<file path="config.mk">
export PLATFORM = sky130hd
export DESIGN_NAME = control_unit
export DESIGN_NICKNAME = d
export VERILOG_FILES = /design/src/rtl/control_unit.sv
export SDC_FILE = /design/constraint.sdc
export NUM_CORES = 1
export LEC_CHECK = 0
export ABC_CLOCK_PERIOD_IN_PS = 1800
export CORE_AREA = 2 2 39 41
export DETAILED_ROUTE_END_ITERATION = 8
export DIE_AREA = 0 0 41 43
export DONT_BUFFER_PORTS = 1
export PLACE_DENSITY_LB_ADDON = 0.1
export SYNTH_ARGS = -nofsm -noshare
export SYNTH_HDL_FRONTEND = slang
export SYNTH_SLANG_ARGS = --single-unit
</file>
<file path="constraint.sdc">
create_clock -name clk -period 1.8 [get_ports clk]
set_clock_uncertainty 0.15 [all_clocks]
set_input_delay 0.09 -clock clk [delete_from_list [all_inputs] [get_ports clk]]
set_output_delay 0.09 -clock clk [all_outputs]
set_load 0.1 [all_outputs]
</file>
<file path="src/rtl/control_unit.sv">
// -----------------------------------------------------------------------------
// control_unit
//
// Main decoder for the 64-bit RISC-V style datapath. The 7-bit opcode field
// instr[6:0] is decoded into the datapath control signals. Every output is
// registered: it loads the decode of the opcode sampled on the rising clock
// edge and holds that value until the next edge.
//
// Ports
//   ALUOp    out [ALUOP_W-1:0]  00 add (address calc), 01 subtract/compare
//                               (branch), 10 R-type, 11 I-type ALU
//   branch   out                conditional-branch instruction
//   memWrite out                data-memory write enable
//   memRead  out                data-memory read enable
//   regWrite out                register-file write enable
//   memToReg out                write-back select: 1 = memory, 0 = ALU result
//   ALUsrc   out                ALU operand B select: 1 = immediate, 0 = rs2
//   instr    in  [OPC_W-1:0]    opcode field instr[6:0]
//   clk      in                 system clock, rising-edge active
//   reset    in                 asynchronous, active-high; clears all outputs
// -----------------------------------------------------------------------------
module control_unit #(
   parameter int OPC_W   = 7,
   parameter int ALUOP_W = 2
) (
   output logic [ALUOP_W-1:0] ALUOp,
   output logic               branch,
   output logic               memWrite,
   output logic               memRead,
   output logic               regWrite,
   output logic               memToReg,
   output logic               ALUsrc,
   input  logic [OPC_W-1:0]   instr,
   input  logic               clk,
   input  logic               reset
);

   // Opcodes recognised by the decoder. Only an exact 7-bit match selects a row.
   localparam logic [OPC_W-1:0] OPC_RTYPE  = 7'h33;
   localparam logic [OPC_W-1:0] OPC_IALU   = 7'h13;
   localparam logic [OPC_W-1:0] OPC_LOAD   = 7'h03;
   localparam logic [OPC_W-1:0] OPC_STORE  = 7'h23;
   localparam logic [OPC_W-1:0] OPC_BRANCH = 7'h63;

   // ALUOp encodings consumed by the downstream ALU-control decoder.
   localparam logic [ALUOP_W-1:0] ALUOP_ADD  = 2'b00;
   localparam logic [ALUOP_W-1:0] ALUOP_SUB  = 2'b01;
   localparam logic [ALUOP_W-1:0] ALUOP_RTYP = 2'b10;
   localparam logic [ALUOP_W-1:0] ALUOP_ITYP = 2'b11;

   logic [ALUOP_W-1:0] aluop_d,    aluop_q;
   logic               branch_d,   branch_q;
   logic               memwrite_d, memwrite_q;
   logic               memread_d,  memread_q;
   logic               regwrite_d, regwrite_q;
   logic               memtoreg_d, memtoreg_q;
   logic               alusrc_d,   alusrc_q;

   // Combinational decode. Every signal defaults to 0 so unknown opcodes
   // decode to a NOP with no register or memory side effects.
   always_comb begin
      aluop_d    = ALUOP_ADD;
      branch_d   = 1'b0;
      memwrite_d = 1'b0;
      memread_d  = 1'b0;
      regwrite_d = 1'b0;
      memtoreg_d = 1'b0;
      alusrc_d   = 1'b0;
      case (instr)
         OPC_RTYPE: begin
            regwrite_d = 1'b1;
            aluop_d    = ALUOP_RTYP;
         end
         OPC_IALU: begin
            alusrc_d   = 1'b1;
            regwrite_d = 1'b1;
            aluop_d    = ALUOP_ITYP;
         end
         OPC_LOAD: begin
            alusrc_d   = 1'b1;
            memtoreg_d = 1'b1;
            regwrite_d = 1'b1;
            memread_d  = 1'b1;
            aluop_d    = ALUOP_ADD;
         end
         OPC_STORE: begin
            alusrc_d   = 1'b1;
            memwrite_d = 1'b1;
            aluop_d    = ALUOP_ADD;
         end
         OPC_BRANCH: begin
            branch_d   = 1'b1;
            aluop_d    = ALUOP_SUB;
         end
         default: ;
      endcase
   end

   // Output registers; reset clears them immediately, independent of clk.
   always_ff @(posedge clk or posedge reset) begin
      if (reset) begin
         aluop_q    <= '0;
         branch_q   <= 1'b0;
         memwrite_q <= 1'b0;
         memread_q  <= 1'b0;
         regwrite_q <= 1'b0;
         memtoreg_q <= 1'b0;
         alusrc_q   <= 1'b0;
      end else begin
         aluop_q    <= aluop_d;
         branch_q   <= branch_d;
         memwrite_q <= memwrite_d;
         memread_q  <= memread_d;
         regwrite_q <= regwrite_d;
         memtoreg_q <= memtoreg_d;
         alusrc_q   <= alusrc_d;
      end
   end

   assign ALUOp    = aluop_q;
   assign branch   = branch_q;
   assign memWrite = memwrite_q;
   assign memRead  = memread_q;
   assign regWrite = regwrite_q;
   assign memToReg = memtoreg_q;
   assign ALUsrc   = alusrc_q;

endmodule

</file>
# Word-level counts from Yosys, hierarchy flattened
# Index checks and enable logic that the tools add are counted.
dict set report word_totals {
  ff_bits 7
  out_inout_bits 8
  wordCells 19
}
dict set report classes {
  eq_ne 5
  mux 6
  reduce_logical 2
}
# cell count
set ops {}
lappend ops {{$eq A7 B6 Y1 const B} 2}
lappend ops {{$eq A7 B2 Y1 const B} 1}
lappend ops {{$eq A7 B5 Y1 const B} 1}
lappend ops {{$eq A7 B7 Y1 const B} 1}
lappend ops {{$pmux W2 S3} 1}
lappend ops {{$reduce_or A3 Y1} 2}
lappend ops {{$mux W1} 5}

# Depth between registers and ports, before layout
dict set report logic_depth {
  ltp_word 3
  depth_mapped 3
  depth_no_buf 2
}

# Worst setup path before layout
# Ideal clock, no wire load.
dict set report synth_timing {
  kind {reg-to-output}
  from {register memtoreg_q (netlist: memToReg)}
  to {output memToReg}
  arrival_time_ps 1324
  t_required_ps 1560
  setup_slack_ps 236
  path_stages_with_launch 2
  path_buffers 1
  cell_sequence {dfrtp_1 -> buf_4}
}
# element line_no
set synth_lines {}
lappend synth_lines {{start, declared} 56} ;# logic memtoreg_d, memtoreg_q;
lappend synth_lines {{start signal, assigned} 115} ;# memtoreg_q <= memtoreg_d;
lappend synth_lines {{end, declared} 31} ;# output logic memToReg,
# No word-level cell between the ends.

# Worst setup path after layout
dict set report layout_timing {
  from {input instr[6]}
  to {register memtoreg_q (netlist: memToReg)}
}
dict set report layout_via {
  elab_chain_cells 2
}
# element line_no
set layout_lines {}
lappend layout_lines {{start, declared} 33} ;# input logic [OPC_W-1:0] instr,
lappend layout_lines {{$eq A7 B2 Y1} -}
lappend layout_lines {{$mux W1} -}
lappend layout_lines {{named net memread_d} 54} ;# logic memread_d, memread_q;
# The timed path passes the listed nets, and every way through them passes these cells.

==> results.cfg <==
[timing]
fmax_ghz = 0.6632
setup_tns_ps = 0
fin_crit_sh_pct = 83.77
rsz0062_at_grt = false
slew_headroom_pct = 63.98
setup_viol = 0
tightest_slew_ps = 544.7
drv_slew = 0
fin_hold_ws_ps = 27.38
hold_viol = 0
fin_crit_ps = 1508

[synth]
syn_nets = 30
ys_seq_area_share_pct = 62.78
synth_area_um2 = 279.0
yosysTopAreaCell = dfrtp_1
syn_area_per_cell_um2 = 13.29
async_flop_share_pct = 100.0
yosysWarnings = 0
ys_top_cells_by_area = dfrtp_1 (63%), nor3b_2 (4.5%), nand4bb_1 (4.0%)
synth_most_common_cell = dfrtp_1
syn_inst = 21
synthFlopType = dfrtp_1
synth-edff-count = 0
synth_seq_cells = 7
synth_top_area_share_pct = 62.78
synth_cell_types = 15

[setup_path]
crit_top_cell = dlygate4sd3_1
critPathCaptureType = register
path_max_fanout = 7
crit_start = instr[6]
slowest_stage = dlygate4sd3_1
crit_cells = 3
worst_setup_path_start_kind = input pin
slowest_delay_ps = 640
path_cells = dlygate4sd3_1, nor4_1, dlygate4sd3_1
crit_type = in -> reg
required_ps = 1830
path_buf_inv = 2
cp_top_family = buffers and inverters
arrival_ps = 1540

[global_routing]
grt_overflow = 0
gr-usage-all-layers_pct = 7.497
antenna_found_initial = 0
grt_start_max_net_pins = 8
grt_pass1_vias = 226
grt_first_pass_wirelength_um = 779

[clocking]
cts_root_buffer = clkbuf_4
postCtsSetupRepairBufs = 0
cts_buffers = 3
clock_sinks = 7
ctsHoldBuffers = 6
cts_tree = yes
clockBufferDepth = 2
cts_max_level = 1
path_clk_slew_ps = 50
cts_resized = 0

[die]
die-area_um2 = 1763
ios = 17
fp.coreArea_um2 = 1384
fp.dieW_um = 41
initial_core_util_pct = 20.16
die_height_um = 43
fp-row-count = 14

[hold_path]
hp-start = instr[1]
hp-class = in -> reg
whs_path_depth = 2

[routing]
via_per_inst = 3.962
first_pass_iters = 2
totalWireLength_um = 481
drcViolationCount = 0
vias = 206
ant_nets = 0
wl_per_cell_um = 9.250
drt_iter0_markers = 2

[cells_and_area]
multi_input_comb_area_um2 = 87.58
layout_common_cells = buf_4 (7), dfrtp_1 (6), dlygate4sd3_1 (6), clkbuf_4 (3)
nNetsFinal = 46
nFillCells = 161
ff_latch_area_um2 = 176.4
final_common_cell = buf_4
syn2layout_area_growth_pct = 52.91
layout-drive-gt1-share_pct = 38.89
diodes = 0

[pwr]
irDropWorstVdd_v = 0.0001925
leakage_uw = 0.0002021
powerDensity_nw_per_um2 = 771.4

[place]
port_buffers = 0
hpwl_um = 379.5
routabilityCongestion = 0.6562

[status]
outcome = complete, no violations

[job]
max_cap_viol_count = 0
stage by stage:
step                setup slack, ps  utilization, %  instances  cell area (um2)  power [uW]
finish                        292.1           30.83         52            426.7       329.1
global route                  206.3           30.83         52            426.7       353.6
CTS                           279.1           30.83         52            426.7       336.4
detailed placement            773.8           24.59         42            340.3       187.0
global placement              780.2           24.59         42            340.3       187.0
floorplan                     236.0               -         21            279.0       183.9
power breakdown:
| group | internal (uW) | switching (uW) |
|---|---|---|
| Combinational | 12.9 | 22.4 |
| Sequential | 159 | 0.343 |
| Clock | 84.1 | 50.3 |
cells by family after synthesis:
| logic type | after synthesis | share of synthesized area (%) |
|---|---|---|
| buffers and inverters | 3 | 5.828 |
| AO/OA/AOI/OAI | 2 | 5.831 |
| flip-flops | 7 | 62.78 |
| AND/OR/NAND/NOR | 9 | 25.56 |
worst paths after layout:
path,endpoint,slack (ps)
min,ALUOp[0],30
max,memToReg,290
max in group asynchronous,memToReg,1230
min in group asynchronous,branch,60
per-layer routing:
metal | track usage, % | wire (um) | vias to the layer above
met5 | 0 | 0 | -
met4 | 10.00 | 0 | 0
met3 | 4.712 | 57 | 0
met2 | 9.063 | 249 | 11
met1 | 6.954 | 173 | 94
li1 | - | - | 101
registers in the layout (all words and copies together) (netlist names):
register  cells
ALUOp         2
ALUsrc        1
branch        1
memToReg      1
memWrite      1
regWrite      1
final cells by class:
class | instances | share of cell area, %
Tap cell | 16 | 4.692
Inverter | 1 | 0.8798
Sequential cell | 7 | 41.35
Timing Repair Buffer | 13 | 26.39
Multi-Input combinational cell | 11 | 20.53
Clock buffer | 4 | 6.158
Power figures use the tool's default switching activity.
